==> config.mk <==
export PLATFORM = sky130hd
export DESIGN_NAME = modulo_controle_jogada_flat
export DESIGN_NICKNAME = d
export VERILOG_FILES = /design/src/rtl/modulo_controle_jogada_pkg.sv /design/src/rtl/modulo_controle_jogada_if.sv /design/src/rtl/modulo_debounce.sv /design/src/rtl/modulo_controle_jogada.sv /design/src/flat_wrapper.sv
export SDC_FILE = /design/constraint.sdc
export NUM_CORES = 1
export LEC_CHECK = 0
export ABC_AREA = 1
export ABC_CLOCK_PERIOD_IN_PS = 2600
export BUFFER_PORTS_ARGS = -buffer_cell sky130_fd_sc_hd__buf_2
export CAP_MARGIN = 0
export CORE_UTILIZATION = 55
export DETAILED_ROUTE_END_ITERATION = 10
export PLACE_DENSITY = 0.89
export SLEW_MARGIN = 20
export SYNTH_ARGS = -nofsm -noshare
export SYNTH_HDL_FRONTEND = slang
export SYNTH_HIERARCHICAL = 1
export SYNTH_SLANG_ARGS = --single-unit
==> constraint.sdc <==
create_clock -name clk -period 2.6 [get_ports clk]
set_input_delay 0.26 -clock clk [delete_from_list [all_inputs] [get_ports clk]]
set_output_delay 0.26 -clock clk [all_outputs]
set_load 0.005 [all_outputs]
==> src/rtl/modulo_controle_jogada_pkg.sv <==
// Shared constants, mode encodings, FSM states and small helpers for the
// naval-battle play-control stage.
package pkg_jogo;

    localparam int GRID_ROWS = 7;
    localparam int GRID_COLS = 5;
    localparam int CELLS     = 35;
    localparam int IDX_W     = 6;
    localparam int CNT_W     = 6;

    typedef enum logic [1:0] {
        MODE_CLEAR    = 2'b00,
        MODE_ATTACK   = 2'b01,
        MODE_POSITION = 2'b10,
        MODE_VIEW     = 2'b11
    } mode_e;

    typedef enum logic [1:0] {
        ST_IDLE   = 2'b00,
        ST_EVAL   = 2'b01,
        ST_COMMIT = 2'b10,
        ST_LOCK   = 2'b11
    } state_e;

    localparam logic [2:0] ROW_LIMIT = 3'(GRID_ROWS);
    localparam logic [2:0] COL_LIMIT = 3'(GRID_COLS);

    // Row-major cell index: row*5 + col, computed as row*4 + row + col.
    function automatic logic [IDX_W-1:0] cell_index(input logic [2:0] row, input logic [2:0] col);
        logic [IDX_W-1:0] r;
        r = {3'b000, row};
        return (r << 2) + r + {3'b000, col};
    endfunction

    function automatic logic coord_valid(input logic [2:0] row, input logic [2:0] col);
        return (row < ROW_LIMIT) && (col < COL_LIMIT);
    endfunction

    function automatic logic [CNT_W-1:0] sat_inc(input logic [CNT_W-1:0] v, input logic inc);
        if (inc && (v != {CNT_W{1'b1}})) begin
            return v + 1'b1;
        end
        return v;
    endfunction

endpackage

==> src/rtl/modulo_controle_jogada_if.sv <==
// Bus between the play-control stage (master) and the board/display stages
// that supply mode, coordinate and ship map and consume the action strobes.
interface modulo_controle_jogada_if;
    import pkg_jogo::*;

    logic [1:0]       hh1;
    logic [5:0]       hh2;
    logic [CELLS-1:0] ship_map;

    logic             po_we;
    logic             clr_all;
    logic             at_we;
    logic [IDX_W-1:0] at_idx;
    logic             hit;
    logic             erro;
    logic [CNT_W-1:0] acertos;
    logic [CNT_W-1:0] tiros;
    logic             fim;

    modport master (
        input  hh1, hh2, ship_map,
        output po_we, clr_all, at_we, at_idx, hit, erro, acertos, tiros, fim
    );

    modport slave (
        output hh1, hh2, ship_map,
        input  po_we, clr_all, at_we, at_idx, hit, erro, acertos, tiros, fim
    );

endinterface

==> src/rtl/modulo_debounce.sv <==
// Confirm-button conditioning: two-flop synchronizer, stability counter and a
// one-cycle press pulse on each accepted rising edge of the debounced level.
module modulo_debounce #(
    parameter int DEB_CYCLES = 500000
) (
    input  logic clk,
    input  logic clr,
    input  logic btn_n_i,
    output logic deb_o,
    output logic conf_o
);

    localparam int CNT_W = (DEB_CYCLES > 1) ? $clog2(DEB_CYCLES) : 1;
    localparam logic [CNT_W-1:0] CNT_MAX = CNT_W'(DEB_CYCLES - 1);

    // Chain resets to the released level so a reset never looks like a press.
    logic [1:0]       sync_chain_q;
    logic             sync;
    logic             deb_q, deb_d;
    logic             conf_q, conf_d;
    logic [CNT_W-1:0] cnt_q, cnt_d;

    assign sync = ~sync_chain_q[1];

    always_comb begin
        cnt_d  = cnt_q;
        deb_d  = deb_q;
        conf_d = 1'b0;
        if (sync == deb_q) begin
            cnt_d = '0;
        end else if (cnt_q == CNT_MAX) begin
            cnt_d  = '0;
            deb_d  = sync;
            conf_d = sync;
        end else begin
            cnt_d = cnt_q + 1'b1;
        end
    end

    always_ff @(posedge clk) begin
        if (clr) begin
            sync_chain_q <= 2'b11;
            deb_q        <= 1'b0;
            conf_q       <= 1'b0;
            cnt_q        <= '0;
        end else begin
            sync_chain_q <= {sync_chain_q[0], btn_n_i};
            deb_q        <= deb_d;
            conf_q       <= conf_d;
            cnt_q        <= cnt_d;
        end
    end

    assign deb_o  = deb_q;
    assign conf_o = conf_q;

endmodule

==> src/rtl/modulo_controle_jogada.sv <==
// Play-control stage: one action per confirmed press, hit/shot counters and the
// game-over flag. Define REPEAT_CHECK_EN to reject attacks on already-shot cells.
module modulo_controle_jogada
    import pkg_jogo::*;
#(
    parameter int DEB_CYCLES = 500000,
    parameter int SHIP_CELLS = 8
) (
    input  logic                      clk,
    input  logic                      clr,
    input  logic                      btn_n,
    modulo_controle_jogada_if.master  bus
);

    localparam logic [CNT_W-1:0] SHIP_LIMIT = CNT_W'(SHIP_CELLS);

    logic deb;
    logic conf;

    modulo_debounce #(
        .DEB_CYCLES (DEB_CYCLES)
    ) u_debounce (
        .clk     (clk),
        .clr     (clr),
        .btn_n_i (btn_n),
        .deb_o   (deb),
        .conf_o  (conf)
    );

    state_e           state_q, state_d;
    mode_e            mode_q, mode_d;
    logic [5:0]       coord_q, coord_d;
    logic             po_we_q, po_we_d;
    logic             clr_all_q, clr_all_d;
    logic             at_we_q, at_we_d;
    logic [IDX_W-1:0] at_idx_q, at_idx_d;
    logic             hit_q, hit_d;
    logic             erro_q, erro_d;
    logic [CNT_W-1:0] acertos_q, acertos_d;
    logic [CNT_W-1:0] tiros_q, tiros_d;
    logic             fim_q, fim_d;

    logic [IDX_W-1:0] cell_idx;
    logic             coord_ok;
    logic             ship_hit;
    logic             repeat_shot;
    logic [63:0]      ship_by_idx;

    assign cell_idx = cell_index(coord_q[5:3], coord_q[2:0]);
    assign coord_ok = coord_valid(coord_q[5:3], coord_q[2:0]);

    // Re-index the ship map by cell number, zero-padded so any 6-bit index is safe.
    for (genvar gi = 0; gi < 64; gi++) begin : g_ship
        if (gi < CELLS) begin : g_cell
            assign ship_by_idx[gi] = bus.ship_map[CELLS-1-gi];
        end else begin : g_pad
            assign ship_by_idx[gi] = 1'b0;
        end
    end

    assign ship_hit = ship_by_idx[cell_idx];

`ifdef REPEAT_CHECK_EN
    logic [CELLS-1:0] shot_q, shot_d;
    logic [63:0]      shot_view;

    for (genvar gi = 0; gi < 64; gi++) begin : g_shot
        if (gi < CELLS) begin : g_cell
            assign shot_view[gi] = shot_q[gi];
        end else begin : g_pad
            assign shot_view[gi] = 1'b0;
        end
    end

    assign repeat_shot = shot_view[cell_idx];
`else
    assign repeat_shot = 1'b0;
`endif

    always_comb begin
        state_d   = state_q;
        mode_d    = mode_q;
        coord_d   = coord_q;
        po_we_d   = 1'b0;
        clr_all_d = 1'b0;
        at_we_d   = 1'b0;
        at_idx_d  = at_idx_q;
        hit_d     = hit_q;
        erro_d    = erro_q;
        acertos_d = acertos_q;
        tiros_d   = tiros_q;
        fim_d     = fim_q | (acertos_q >= SHIP_LIMIT);
`ifdef REPEAT_CHECK_EN
        shot_d    = shot_q;
`endif

        unique case (state_q)
            ST_IDLE: begin
                if (conf) begin
                    mode_d  = mode_e'(bus.hh1);
                    coord_d = bus.hh2;
                    state_d = ST_EVAL;
                end
            end

            ST_EVAL: begin
                state_d = ST_COMMIT;
                unique case (mode_q)
                    MODE_CLEAR: begin
                        clr_all_d = 1'b1;
                        hit_d     = 1'b0;
                        erro_d    = 1'b0;
                        fim_d     = 1'b0;
                    end
                    MODE_POSITION: begin
                        // Ship layout is frozen once the first shot has been taken.
                        if (tiros_q != '0) begin
                            erro_d = 1'b1;
                        end else begin
                            po_we_d = 1'b1;
                            erro_d  = 1'b0;
                        end
                    end
                    MODE_ATTACK: begin
                        if (!coord_ok) begin
                            erro_d = 1'b1;
                        end else if (!fim_q) begin
                            if (repeat_shot) begin
                                erro_d = 1'b1;
                            end else begin
                                at_we_d  = 1'b1;
                                at_idx_d = cell_idx;
                                hit_d    = ship_hit;
                                erro_d   = 1'b0;
                            end
                        end
                    end
                    default: begin
                    end
                endcase
            end

            ST_COMMIT: begin
                state_d = ST_LOCK;
                if (clr_all_q) begin
                    acertos_d = '0;
                    tiros_d   = '0;
                    fim_d     = 1'b0;
`ifdef REPEAT_CHECK_EN
                    shot_d    = '0;
`endif
                end else if (at_we_q) begin
                    tiros_d   = sat_inc(tiros_q, 1'b1);
                    acertos_d = sat_inc(acertos_q, hit_q);
`ifdef REPEAT_CHECK_EN
                    shot_d[at_idx_q] = 1'b1;
`endif
                end
            end

            ST_LOCK: begin
                if (!deb) begin
                    state_d = ST_IDLE;
                end
            end

            default: state_d = ST_IDLE;
        endcase
    end

    always_ff @(posedge clk) begin
        if (clr) begin
            state_q   <= ST_IDLE;
            mode_q    <= MODE_CLEAR;
            coord_q   <= '0;
            po_we_q   <= 1'b0;
            clr_all_q <= 1'b0;
            at_we_q   <= 1'b0;
            at_idx_q  <= '0;
            hit_q     <= 1'b0;
            erro_q    <= 1'b0;
            acertos_q <= '0;
            tiros_q   <= '0;
            fim_q     <= 1'b0;
`ifdef REPEAT_CHECK_EN
            shot_q    <= '0;
`endif
        end else begin
            state_q   <= state_d;
            mode_q    <= mode_d;
            coord_q   <= coord_d;
            po_we_q   <= po_we_d;
            clr_all_q <= clr_all_d;
            at_we_q   <= at_we_d;
            at_idx_q  <= at_idx_d;
            hit_q     <= hit_d;
            erro_q    <= erro_d;
            acertos_q <= acertos_d;
            tiros_q   <= tiros_d;
            fim_q     <= fim_d;
`ifdef REPEAT_CHECK_EN
            shot_q    <= shot_d;
`endif
        end
    end

    assign bus.po_we   = po_we_q;
    assign bus.clr_all = clr_all_q;
    assign bus.at_we   = at_we_q;
    assign bus.at_idx  = at_idx_q;
    assign bus.hit     = hit_q;
    assign bus.erro    = erro_q;
    assign bus.acertos = acertos_q;
    assign bus.tiros   = tiros_q;
    assign bus.fim     = fim_q;

endmodule
==> src/flat_wrapper.sv <==
// flat-port wrapper written by rule: the top's interface ports become plain ports
module modulo_controle_jogada_flat import pkg_jogo::*;
#(
    parameter int DEB_CYCLES = 500000,
    parameter int SHIP_CELLS = 8
)
  (clk, clr, btn_n, bus_hh1, bus_hh2, bus_ship_map, bus_po_we, bus_clr_all, bus_at_we, bus_at_idx, bus_hit, bus_erro, bus_acertos, bus_tiros, bus_fim);
  modulo_controle_jogada_if bus_i ();
  input  logic clk;
  input  logic clr;
  input  logic btn_n;
  input wire logic [$bits(bus_i.hh1)-1:0] bus_hh1;
  input wire logic [$bits(bus_i.hh2)-1:0] bus_hh2;
  input wire logic [$bits(bus_i.ship_map)-1:0] bus_ship_map;
  output wire logic [$bits(bus_i.po_we)-1:0] bus_po_we;
  output wire logic [$bits(bus_i.clr_all)-1:0] bus_clr_all;
  output wire logic [$bits(bus_i.at_we)-1:0] bus_at_we;
  output wire logic [$bits(bus_i.at_idx)-1:0] bus_at_idx;
  output wire logic [$bits(bus_i.hit)-1:0] bus_hit;
  output wire logic [$bits(bus_i.erro)-1:0] bus_erro;
  output wire logic [$bits(bus_i.acertos)-1:0] bus_acertos;
  output wire logic [$bits(bus_i.tiros)-1:0] bus_tiros;
  output wire logic [$bits(bus_i.fim)-1:0] bus_fim;
  assign bus_i.hh1 = bus_hh1;
  assign bus_i.hh2 = bus_hh2;
  assign bus_i.ship_map = bus_ship_map;
  assign bus_po_we = bus_i.po_we;
  assign bus_clr_all = bus_i.clr_all;
  assign bus_at_we = bus_i.at_we;
  assign bus_at_idx = bus_i.at_idx;
  assign bus_hit = bus_i.hit;
  assign bus_erro = bus_i.erro;
  assign bus_acertos = bus_i.acertos;
  assign bus_tiros = bus_i.tiros;
  assign bus_fim = bus_i.fim;
  modulo_controle_jogada #(.DEB_CYCLES(DEB_CYCLES), .SHIP_CELLS(SHIP_CELLS)) u_core (.clk(clk), .clr(clr), .btn_n(btn_n), .bus(bus_i));
endmodule
== Word level (Yosys, flattened, before mapping) ==
Index checks and enable logic that the tools add are counted.

* $add $sub $neg: 5
* Multiply operators: 0
* Divide/modulo/power cells: 0
* $lt $le $gt $ge: 4
* Eq/ne operators: 14
* Shifts and indexed selects: 0
* Muxes and demuxes: 34
* Bitwise logic cells: 9
* Reduce and logical (&&, ||, !) cells: 23

{| class="wikitable"
|+ Operator list
! operator !! number
|-
| $mux 6 || 8
|-
| $add 19x1->19 const B || 1
|-
| $eq 19x19->1 const B || 1
|-
| $mux 1 || 19
|-
| $add 6x1->6 const B || 2
|-
| $ne 6x6->1 const B || 2
|-
| $reduce_and 3->1 || 3
|-
| $reduce_or 3->1 || 3
|-
| $not 1->1 || 8
|-
| $pmux 2 s4 || 1
|-
| $reduce_and 4->1 || 2
|-
| $reduce_bool 2->1 || 4
|-
| $lt 6x7->1 const B || 1
|-
| $add 5x3->6 || 1
|-
| $add 6x3->6 || 1
|-
| $bmux 1 s6 || 1
|-
| $eq 2x2->1 const B || 3
|-
| $ge 6x4->1 const B || 1
|-
| $lt 3x3->1 const B || 2
|-
| $ne 2x2->1 const B || 3
|-
| $reduce_and 2->1 || 3
|-
| $reduce_bool 6->1 || 1
|-
| $eq 2x1->1 const B || 2
|-
| $logic_not 2->1 || 2
|-
| 11 further kinds || 14
|}

* Register bits after elaboration: 57
* Bits in latches: 0
* RAM bits: 0
* ROM bits: 0
* Input bits: 46
* Output and inout bits: 24
* Memories: 0

== Logic depth before layout (Yosys ltp) ==
Gate-level depths: netlist (run 1).

* Word-level depth: 9
* Depth in mapped cells: 15
* Gate-level depth less buffers: 15

== Hierarchy ==
Netlist (run 1), hierarchy kept.

{| class="wikitable"
|+ Modules (own cells, without submodules)
! module !! instances !! cells each !! area an instance (sq um) !! seq. area each (sq um)
|-
| modulo_controle_jogada || 1 || 308 || 2,158.3 || 680.7
|-
| modulo_debounce || 1 || 154 || 1,107.3 || 460.4
|}

== Least setup slack after synthesis (run 1) ==
Ideal clock, no wire load.

* Kind: register -> register
* Start: register u_core.coord_q[3]
* End: register u_core.hit_q (netlist: u_core/bus.hit)
* Data arrival time: 2.099 ns
* Required time: 2.469 ns
* Slack: 0.371 ns
* Stages on the path, launching flop included: 14
* Path buffers: 0
* Period minus slack after synthesis: 2.229 ns
* Cell sequence: dfxtp_1 inv_1 fa_1 inv_1 fa_1 inv_1 nor2_1 nand2_1 nand2_1 nor2_1 nand2_1 nand3_1 nand2_1 a21oi_2

* Cells in the longest elaborated chain, start to end: 7
* Elaborated cells between the ends (all ways): 11
* Classes of those cells: add/sub (2); order compare (1); eq/ne (1); mux (5); reduce/logical (2)

{| class="wikitable"
|+ Ends and longest elaborated chain
! what !! line !! text
|-
| from (decl) || modulo_controle_jogada.sv:32 || <nowiki>logic [5:0] coord_q, coord_d;</nowiki>
|-
| from (signal assigned) || modulo_controle_jogada.sv:191 || <nowiki>coord_q <= coord_d;</nowiki>
|-
| $add 5x3->6 || modulo_controle_jogada_pkg.sv:32 || <nowiki>return (r << 2) + r + {3'b000, col};</nowiki>
|-
| $add 6x3->6 || modulo_controle_jogada_pkg.sv:32 ||
|-
| named net u_core.cell_idx[2] || modulo_controle_jogada.sv:43 || <nowiki>logic [IDX_W-1:0] cell_idx;</nowiki>
|-
| $bmux 1 s6 || modulo_controle_jogada.sv:61 || <nowiki>assign ship_hit = ship_by_idx[cell_idx];</nowiki>
|-
| $mux 1 (not written as such) || modulo_controle_jogada.sv:61 ||
|-
| $mux 1 || modulo_controle_jogada.sv:127 || <nowiki>end else if (!fim_q) begin</nowiki>
|-
| $mux 1 || modulo_controle_jogada.sv:125 || <nowiki>if (!coord_ok) begin</nowiki>
|-
| $pmux 1 s2 || modulo_controle_jogada.sv:108 || <nowiki>unique case (mode_q)</nowiki>
|-
| to (signal assigned) || modulo_controle_jogada.sv:196 || <nowiki>hit_q <= hit_d;</nowiki>
|-
| to (decl) || modulo_controle_jogada.sv:37 || <nowiki>logic hit_q, hit_d;</nowiki>
|}

The timed path passes the listed nets, and every way through them passes these cells. The select of a mux whose other input is x is not followed.
A chain may end at the register's enable or synchronous reset.

== Final worst setup path (run 1) ==
* Start: register u_core.coord_q[5]
* End: register u_core.hit_q (netlist: u_core/bus.hit)

Same word-level chain as after synthesis.

==> results of run 1 <==
[how the worst max path moves through the flow]
stage | end | depth (start not counted)
5_1_grt | u_core/bus.hit | 13
2_1_floorplan | u_core/bus.hit | 13
3_3_place_gp | u_core/bus.hit | 13
6_report | u_core/bus.hit | 13
3_5_place_dp | u_core/bus.hit | 13
4_1_cts | u_core/bus.hit | 13
[state kept, by name, indices dropped and copies added, names as in the netlist, 2 cells and up]
name / cells
u_core/u_debounce/cnt_q: 19
u_core/bus.acertos: 6
u_core/bus.at_idx: 6
u_core/bus.tiros: 6
u_core/coord_q: 6
u_core/mode_q: 2
u_core/state_q: 2
u_core/u_debounce/sync_chain_q: 2
[area by class of cell]
| cell class | count | share of cell area [%] |
|---|---|---|
| Inverter | 56 | 5.679 |
| Multi-Input combinational cell | 340 | 47.98 |
| Timing Repair Buffer | 70 | 9.204 |
| Clock inverter | 2 | 0.2611 |
| Clock buffer | 14 | 4.765 |
| Tap cell | 72 | 2.350 |
| Sequential cell | 57 | 29.76 |
[layout by cell type, fill, tap and decap left out, types with 2 or more instances in the layout]
master,Yosys,final
nand2_1,106,106
nand4_1,7,7
dfxtp_1,57,57
nor2_2,2,2
nand3b_1,2,2
a21oi_1,31,31
nor2_1,58,58
nor3_1,7,7
a211oi_1,6,6
ha_1,19,19
buf_2,2,69
nand3_1,40,40
or2_0,3,3
clkinv_2,0,2
nand2_2,5,5
inv_1,53,53
o21ai_2,2,2
clkbuf_8,0,13
xnor2_1,3,3
o21ai_0,18,18
nand3_2,3,3
o21ai_1,2,2
nor3b_1,3,3
inv_2,2,2
or2_2,2,2
xor2_1,8,8
[layer usage]
metal  vias to the layer above  track usage, %  part of all wire (%)  wire length [um]
met3                        14           4.023                   5.0               366
met1                      1408           30.41                    45              3271
met4                         0           13.64                   2.3               165
met5                         -               0                     0                 0
li1                       1636               -                     -                 -
met2                       104           45.34                    48              3483
[synth_stat cells, types with 6 or more instances]
library cell / count
ha_1: 19
a211oi_1: 6
o21ai_0: 18
nand3_1: 40
xor2_1: 8
a21oi_1: 31
nand4_1: 7
inv_1: 53
nand2_1: 106
nor2_1: 58
dfxtp_1: 57
nor3_1: 7
[metrics by stage]
stage / std cells / total power [mW] / hold slack [ns] / worst slack [ns]
2_1_floorplan: 462 / 1.084 / 0.3330 / 0.3706
3_3_place_gp: 595 / 1.153 / 0.4017 / 0.2802
6_report: 611 / 1.932 / 0.1173 / 0.1183
4_1_cts: 611 / 1.945 / 0.1127 / 0.05810
3_5_place_dp: 595 / 1.162 / 0.4208 / 0.1047
5_1_grt: 611 / 2.019 / 0.1255 / 0.03269
[power by group through the flow]
stage	Combinational [mW]	Sequential, mW	Clock [mW]
after floorplan	0.155	0.929	0
after global placement	0.221	0.932	0
after detailed placement	0.230	0.932	0
after CTS	0.232	0.916	0.797
after global routing	0.269	0.919	0.831
final	0.233	0.916	0.783
[logic make-up after synthesis]
| family | count (synthesis) | synth area share (%) |
|---|---|---|
| buffers and inverters | 65 | 8.812 |
| and+or+nand+nor | 245 | 33.95 |
| adders and majority gates | 21 | 8.506 |
| xor gates and xnor gates | 11 | 2.950 |
| AOI/OAI and AO/OA | 63 | 10.84 |
| DFF | 57 | 34.94 |
[repair_timing]
action	in CTS	in global routing
endpoints found under the setup margin	0	1
resized for setup	0	1
setup buffers	0	0
==> flow_metrics.env, run 1 <==
export IMPL_clockRootBuffer="clkbuf_8"
export IMPL_yosysWarnings=6
export IMPL_p_comb_share_pct=12.0
export IMPL_via_count=3162
export IMPL_wire_per_inst_um=11.93
export IMPL_hold_path_startpoint="btn_n"
export IMPL_p_clk_share_pct=40.5
export IMPL_fin_tns_setup_ns=0
export IMPL_holdPathEnd="u_core/u_debounce/sync_chain_q[0]"
export IMPL_routed_via_density=5.175
export IMPL_hold_depth=2
export IMPL_finalSetupViolations=0
export IMPL_holdCritPathClass="in -> reg"
export IMPL_track_usage_pct=25.96
export IMPL_fmax_ghz=0.4029
export IMPL_ys_ff_latch=57
export IMPL_intPower_mw=1.437
export IMPL_antenna_found_initial=0
export IMPL_vdd_drop_max_v=0.0003505
export IMPL_cp_end_kind="register"
export IMPL_maxCapViolations=0
export IMPL_sequentialPowerShare_pct=47.4
export IMPL_fin_crit_sh_pct=95.45
export IMPL_die_area_um2=6250
export IMPL_syn_area_um2=3266
export IMPL_synth_distinct_cells=41
export IMPL_grt_pass1_vias=3030
export IMPL_netSwitchingPower_mw=0.4957
export IMPL_syn2layout_area_growth_pct=17.39
export IMPL_status="finished, final reports clean"
export IMPL_place_area_um2=3638
export IMPL_cp_arrival_ns=2.71
export IMPL_core_area_um2=5608
export IMPL_cts_hold_buf=0
export IMPL_final_cell_area_um2=3834
export IMPL_seq_area_frac_synth_pct=34.94
export IMPL_crit_type="reg -> reg"
export IMPL_die_h_um=79.06
export IMPL_worst_r2r_cell_count=13
export IMPL_p_leak_nw=1.705
export IMPL_period_minus_slack_ns=2.482
export IMPL_multi_input_area_um2=1839
export IMPL_postRouteAntennaNets=0
export IMPL_crit_chain="inv_1 > fa_1 > inv_1 > fa_2 > inv_1 > nor2_1 > nand2_1 > nand2_1 > nor2_1 > nand2_1 > nand3_1 > nand2_1 > a21oi_2"
export IMPL_postSynthAreaPerCell_um2=7.068
export IMPL_critPathLaunch="u_core/coord_q[5]"
export IMPL_netlist_top_cells_area="dfxtp_1 (35%), nand2_1 (12%), ha_1 (7.3%), nor2_1 (6.7%), nand3_1 (6.1%)"
export IMPL_clock_skew_ns=0.007210
export IMPL_drive_gt1_share_pct=20.22
export IMPL_crit_family="adder cells"
export IMPL_num_nets_final=601
export IMPL_cp_max_fo=5
export IMPL_chipWidth_um=79.06
export IMPL_clk_pin_slew_ns=0.06
export IMPL_synth_top_area_cell="dfxtp_1"
export IMPL_portBuffers=69
export IMPL_synth_top_area_share_pct=34.94
export IMPL_crit_top_cell="nand2_1"
export IMPL_synthFlopType="dfxtp_1"
export IMPL_htreeDepth=3
export IMPL_relSlewSlack_pct=55.84
export IMPL_worst_slew_pin_slew_ns=0.6623
export IMPL_cts_sinks=57
export IMPL_syn_inst=462
export IMPL_clkLatencyLatePin_ns=0.34
export IMPL_ioPinCount=70
export IMPL_crit_path_max_incr_delay_ns=0.60
export IMPL_sw_frac_of_total_pct=25.66
export IMPL_wl_um=7287
export IMPL_ff2ff_setup_slack_ns=0.12
export IMPL_rr_startpoint="u_core/coord_q[5]"
export IMPL_gp_congestion=0.8832
export IMPL_tritoncts="done"
export IMPL_required_ns=2.82
export IMPL_drt_iter0_drc=148
export IMPL_synth_edf_count=0
export IMPL_ff_latch_area_um2=1141
export IMPL_grt_pass1_wl_um=12690
export IMPL_r2r_end="u_core/bus.hit"
export IMPL_dp_hpwl_um=5501
export IMPL_critPathLaunchType="register"
export IMPL_critPathBufInv=3
export IMPL_overflow=0
export IMPL_cts_buffers=9
export IMPL_async_reset_ff_share_pct=0
export IMPL_p_per_area_nw_per_um2=504.0
export IMPL_synth_fp_nets=529
export IMPL_firstDrtPassIters=4
export IMPL_rsz0062_at_grt="false"
export IMPL_grt_max_degree=20
export IMPL_n_antenna_cell=0
export IMPL_final_util_pct=68.36
export IMPL_initial_utilization_pct=58.23
export IMPL_drc=0
export IMPL_slew_violations=0
export IMPL_crit_slowest_cell="fa_2"
export IMPL_cts_path_max_buffers=2
export IMPL_rows=27
export IMPL_num_fill_cells=478
export IMPL_hold_viol=0
No activity file was read; power rests on OpenSTA's default activity.
==> run 2: changes to the inputs <==
--- a/config.mk
+++ b/config.mk
@@ -9,9 +9,11 @@
 export ABC_CLOCK_PERIOD_IN_PS = 2600
 export BUFFER_PORTS_ARGS = -buffer_cell sky130_fd_sc_hd__buf_2
 export CAP_MARGIN = 0
+export CORE_ASPECT_RATIO = 0.75
 export CORE_UTILIZATION = 55
 export DETAILED_ROUTE_END_ITERATION = 10
 export PLACE_DENSITY = 0.89
+export REMOVE_ABC_BUFFERS = 1
 export SLEW_MARGIN = 20
 export SYNTH_ARGS = -nofsm -noshare
 export SYNTH_HDL_FRONTEND = slang
==> run 2 against run 1 <==
Design area grew 0.69%. Final cell count up 0.33%. Clock power rose by 15%. Sequential share of layout area fell by 0.20 points. Clock-buffer cell count shrank 5. Die area is essentially flat. Total power grew 6.0%.
==> flow_metrics.env, run 2 (synthesis results as in run 1) <==
export IMPL_status="finished, final reports clean"
export IMPL_ff2ff_setup_slack_ns=0.26
export IMPL_cp_max_fo=5
export IMPL_grt_pass1_wl_um=12120
export IMPL_p_per_area_nw_per_um2=530.7
export IMPL_drive_gt1_share_pct=20.63
export IMPL_rr_startpoint="u_core/coord_q[3]"
export IMPL_crit_type="reg -> reg"
export IMPL_fin_tns_setup_ns=0
export IMPL_relSlewSlack_pct=54.33
export IMPL_wire_per_inst_um=11.66
export IMPL_slew_violations=0
export IMPL_chipWidth_um=90.98
export IMPL_n_antenna_cell=0
export IMPL_drt_iter0_drc=201
export IMPL_highest_signal_layer="met4"
export IMPL_final_common_cell="nand2_1"
export IMPL_rsz0062_at_grt="false"
export IMPL_cts_path_max_buffers=2
export IMPL_cts_sinks=57
export IMPL_period_minus_slack_ns=2.339
export IMPL_place_area_um2=3635
export IMPL_drc=0
export IMPL_clock_skew_ns=0.007657
export IMPL_portBuffers=69
export IMPL_grt_pass1_vias=2819
export IMPL_antenna_found_initial=0
export IMPL_cp_end_kind="register"
export IMPL_hold_worst_slack_ns=0.1032
export IMPL_worst_r2r_cell_count=13
export IMPL_hold_viol=0
export IMPL_clockRootBuffer="clkbuf_8"
export IMPL_die_h_um=68.73
export IMPL_wl_met1_um=3438
export IMPL_firstDrtPassIters=4
export IMPL_p_leak_nw=1.703
export IMPL_maxCapViolations=0
export IMPL_via_count=3159
export IMPL_num_fill_cells=448
export IMPL_grt_max_degree=20
export IMPL_final_cell_area_um2=3860
export IMPL_critPathLaunchType="register"
export IMPL_finalSetupViolations=0
export IMPL_cp_arrival_ns=2.55
export IMPL_final_util_pct=69.86
export IMPL_holdCritPathClass="in -> reg"
export IMPL_r2r_end="u_core/bus.hit"
export IMPL_fmax_ghz=0.4275
export IMPL_postRouteAntennaNets=0
export IMPL_initial_utilization_pct=59.10
export IMPL_largest_reg_flops=19
export IMPL_ioPinCount=70
export IMPL_num_nets_final=600
export IMPL_vdd_drop_max_v=0.0003904
export IMPL_fin_crit_sh_pct=89.96
export IMPL_top_register="u_core/u_debounce/cnt_q"
export IMPL_htreeDepth=3
export IMPL_wl_um=7145
export IMPL_dr_wl_met3_um=428
export IMPL_final_cell_mix="nand2_1 (106), buf_2 (69), dfxtp_1 (57)"
export IMPL_worst_slew_pin_slew_ns=0.6850
export IMPL_clkLatencyLatePin_ns=0.33
export IMPL_track_usage_pct=24.36
export IMPL_core_area_um2=5525
export IMPL_critPathLaunch="u_core/coord_q[3]"
export IMPL_die_area_um2=6253
export IMPL_required_ns=2.81
export IMPL_syn2layout_area_growth_pct=18.20
export IMPL_overflow=0
export IMPL_cts_hold_buf=0
export IMPL_route_met2_wl_um=3214
export IMPL_gp_congestion=0.8776
export IMPL_routed_via_density=5.153
export IMPL_tritoncts="done"
export IMPL_clk_pin_slew_ns=0.07
export IMPL_critPathCapture="u_core/bus.hit"
export IMPL_dp_hpwl_um=5448
export IMPL_cts_buffers=9
export IMPL_rows=23
## run 2: cell count changes in the layout (fill, tap and decap cells not counted), sizes merged
cell | previous run | this run
clkinvlp | 0 | 2
inv | 56 | 57
clkbuf | 14 | 9
bufinv | 0 | 2
buf | 70 | 69
## run 2: worst min path at each step
stage / start / cells past startpoint / to / slack [ns]
floorplan: clr / 1 / u_core/bus.hit / 0.32
global placement: u_core/u_debounce/sync_chain_q[0] / 1 / u_core/u_debounce/sync_chain_q[1] / 0.40
detailed placement: u_core/u_debounce/sync_chain_q[0] / 1 / u_core/u_debounce/sync_chain_q[1] / 0.40
CTS: btn_n / 2 / u_core/u_debounce/sync_chain_q[0] / 0.08
global route: btn_n / 2 / u_core/u_debounce/sync_chain_q[0] / 0.09
finish: btn_n / 2 / u_core/u_debounce/sync_chain_q[0] / 0.10
## run 2: final cells by class
class / instances / area (um2) / area share [%]
flip-flops and latches: 57 / 1141 / 29.56
clock buffers: 9 / 123.9 / 3.209
well taps: 75 / 93.84 / 2.431
clock inverters: 7 / 93.84 / 2.431
repair buffers: 69 / 345.3 / 8.947
inverters: 56 / 217.7 / 5.640
multi-input cells: 340 / 1844 / 47.78
## run 2: power breakdown
| group | internal (mW) | switching [mW] |
|---|---|---|
| Clock | 0.539 | 0.365 |
| Sequential | 0.895 | 0.0187 |
| Combinational | 0.0942 | 0.137 |
| Total | 1.53 | 0.521 |
## run 2: stage by stage
| step | instances | total power [mW] | setup WS (ns) |
|---|---|---|---|
| after floorplan | 453 | 1.081 | 0.3868 |
| after global placement | 597 | 1.153 | 0.2816 |
| after detailed placement | 597 | 1.161 | 0.1913 |
| after CTS | 613 | 2.068 | 0.1814 |
| after global routing | 613 | 2.147 | 0.05007 |
| final | 613 | 2.049 | 0.2610 |
## run 2: metal layers
| metal | track usage, % | vias up |
|---|---|---|
| met5 | 0 | - |
| met4 | 6.151 | 0 |
| met3 | 7.237 | 15 |
| met2 | 41.67 | 90 |
| met1 | 30.71 | 1415 |
| li1 | - | 1639 |
## run 2: repair_timing
| item | CTS | global route |
|---|---|---|
| setup buffers | 0 | 0 |
| endpoints found under the setup margin | 0 | 1 |
| resized for setup | 0 | 3 |
## run 2: worst max-delay path, cell delays in order (launching register included)
cell	delay [ns]
dfxtp_1	0.35
inv_1	0.08
fa_1	0.50
inv_1	0.06
fa_2	0.59
inv_1	0.09
nor2_2	0.14
nand2_1	0.07
nand2_1	0.06
nor2_1	0.04
nand2_1	0.05
nand3_1	0.07
nand2_1	0.07
a21oi_2	0.05
==> run 3: changes to the inputs <==
--- a/config.mk
+++ b/config.mk
@@ -7,7 +7,7 @@
 export LEC_CHECK = 0
 export ABC_AREA = 1
 export ABC_CLOCK_PERIOD_IN_PS = 2600
-export BUFFER_PORTS_ARGS = -buffer_cell sky130_fd_sc_hd__buf_2
+export BUFFER_PORTS_ARGS = -buffer_cell sky130_fd_sc_hd__clkbuf_2
 export CAP_MARGIN = 0
 export CORE_ASPECT_RATIO = 0.75
 export CORE_UTILIZATION = 55
==> run 3 against run 2 <==
Clock-buffer cell count increased by 2. Setup slack lost 0.12 ns. First-iteration DRC count up 27%. Critical path type unchanged. Worst hold slack worse by 0.0049 ns. Utilization shrank 0.27 points. Via count is 1.9% higher. Combinational power about the same. Sequential share of layout area up 0.12 points. Highest routed layer unchanged.
==> flow_metrics.env, run 3 (synthesis results as in run 1) <==
export IMPL_htreeDepth=3
export IMPL_relSlewSlack_pct=51.15
export IMPL_clk_pin_slew_ns=0.07
export IMPL_core_area_um2=5525
export IMPL_initial_utilization_pct=59.10
export IMPL_intPower_mw=1.481
export IMPL_cp_arrival_ns=2.67
export IMPL_grt_pass1_vias=3029
export IMPL_gp_congestion=0.8854
export IMPL_cts_path_max_buffers=2
export IMPL_fin_tns_setup_ns=0
export IMPL_cts_repair_resized=0
export IMPL_maxCapViolations=0
export IMPL_grt_pass1_wl_um=12790
export IMPL_syn2layout_area_growth_pct=17.74
export IMPL_hold_viol=0
export IMPL_tritoncts="done"
export IMPL_clockRootBuffer="clkbuf_8"
export IMPL_via_count=3218
export IMPL_track_usage_pct=25.83
export IMPL_num_nets_final=600
export IMPL_clock_skew_ns=0.01024
export IMPL_largest_reg_flops=19
export IMPL_grt_max_degree=20
export IMPL_cts_sinks=57
export IMPL_p_total_mw=1.983
export IMPL_cp_max_fo=5
export IMPL_required_ns=2.82
export IMPL_die_area_um2=6253
export IMPL_drt_iter0_drc=255
export IMPL_p_comb_share_pct=11.8
export IMPL_status="finished, final reports clean"
export IMPL_multi_input_area_um2=1842
export IMPL_wl_um=7502
export IMPL_cts_buffers=9
export IMPL_num_fill_cells=456
export IMPL_n_antenna_cell=0
export IMPL_crit_type="reg -> reg"
export IMPL_final_cell_mix="nand2_1 (106), clkbuf_2 (69), nor2_1 (57), dfxtp_1 (57), inv_1 (53)"
export IMPL_wire_per_inst_um=12.24
export IMPL_firstDrtPassIters=5
export IMPL_die_h_um=68.73
export IMPL_netSwitchingPower_mw=0.5022
export IMPL_holdCritPathClass="in -> reg"
export IMPL_routed_via_density=5.250
export IMPL_p_per_area_nw_per_um2=515.7
export IMPL_overflow=0
export IMPL_chipWidth_um=90.98
export IMPL_cts_hold_buf=0
export IMPL_final_common_cell="nand2_1"
export IMPL_sw_frac_of_total_pct=25.32
export IMPL_p_leak_nw=1.693
export IMPL_top_register="u_core/u_debounce/cnt_q"
export IMPL_clkLatencyLatePin_ns=0.34
export IMPL_postRouteAntennaNets=0
export IMPL_critPathLaunchType="register"
export IMPL_cts_setup_buffers=0
export IMPL_ioPinCount=70
export IMPL_portBuffers=69
export IMPL_drc=0
export IMPL_antenna_found_initial=0
export IMPL_finalSetupViolations=0
export IMPL_worst_slew_pin_slew_ns=0.7327
export IMPL_p_clk_share_pct=42.1
export IMPL_dp_hpwl_um=5654
export IMPL_slew_violations=0
export IMPL_cp_end_kind="register"
export IMPL_rsz0062_at_grt="false"
export IMPL_vdd_drop_max_v=0.0004050
export IMPL_period_minus_slack_ns=2.459
export IMPL_ff_latch_area_um2=1141
export IMPL_sequentialPowerShare_pct=46.1
export IMPL_drive_gt1_share_pct=20.45
export IMPL_fin_crit_sh_pct=94.58
export IMPL_fmax_ghz=0.4067
export IMPL_rows=23
==> run 3: cell count changes in the layout (fill, tap and decap cells not counted), sizes merged <==
cell,delta
bufinv,-1
clkinv,+2
clkinvlp,-2
clkbuf,+71
buf,-69
inv,-1
==> run 3: power by group through the flow <==
stage                     Clock, mW  Combinational (mW)  Sequential, mW
final                         0.836               0.234           0.914
after global routing          0.880               0.269           0.916
after CTS                     0.850               0.232           0.914
after detailed placement          0               0.231           0.933
after global placement            0               0.221           0.932
after floorplan                   0               0.152           0.929
==> run 3: worst max-delay path, cell delays in order (launching register included) <==
cell and delay [ns]:
dfxtp_1 0.37, inv_1 0.11, fa_1 0.50, inv_1 0.08, fa_2 0.63, inv_1 0.09, nor2_2 0.14, nand2_1 0.07
nand2_1 0.07, nor2_1 0.04, nand2_1 0.06, nand3_1 0.07, nand2_1 0.07, a21oi_2 0.05
==> run 3: layer usage <==
layer / track usage, % / wire [um] / vias up
li1: - / - / 1637
met1: 31.76 / 3553 / 1456
met2: 44.51 / 3446 / 110
met3: 6.689 / 411 / 15
met4: 10.12 / 91 / 0
met5: 0 / 0 / -
==> run 3: path summary, 6_finish.rpt <==
path         cells after the start                                end  slack [ns]                         startpoint
min reg2reg                      1  u_core/u_debounce/sync_chain_q[1]        0.41  u_core/u_debounce/sync_chain_q[0]
min                              2  u_core/u_debounce/sync_chain_q[0]         0.1                              btn_n
max reg2reg                     13                     u_core/bus.hit        0.14                  u_core/coord_q[5]
max                             13                     u_core/bus.hit        0.14                  u_core/coord_q[5]
==> run 3: area by class of cell <==
| class | count | share of cell area, % |
|---|---|---|
| Clock buffer | 11 | 3.938 |
| Tap cell | 75 | 2.441 |
| Multi-Input combinational cell | 340 | 47.90 |
| Timing Repair Buffer | 69 | 8.981 |
| Sequential cell | 57 | 29.68 |
| Clock inverter | 5 | 1.399 |
| Inverter | 56 | 5.662 |
==> run 3: through the flow <==
stage / hold WS, ns / area (um2) / instances / util, % / setup WS [ns]
after floorplan: 0.3224 / 3196 / 453 / - / 0.3868
after global placement: 0.3984 / 3635 / 597 / 65.78 / 0.2800
after detailed placement: 0.3966 / 3635 / 597 / 65.78 / 0.1559
after CTS: 0.08797 / 3840 / 613 / 69.50 / 0.09811
after global routing: 0.1013 / 3845 / 613 / 69.59 / 0.02609
final: 0.09833 / 3845 / 613 / 69.59 / 0.1410
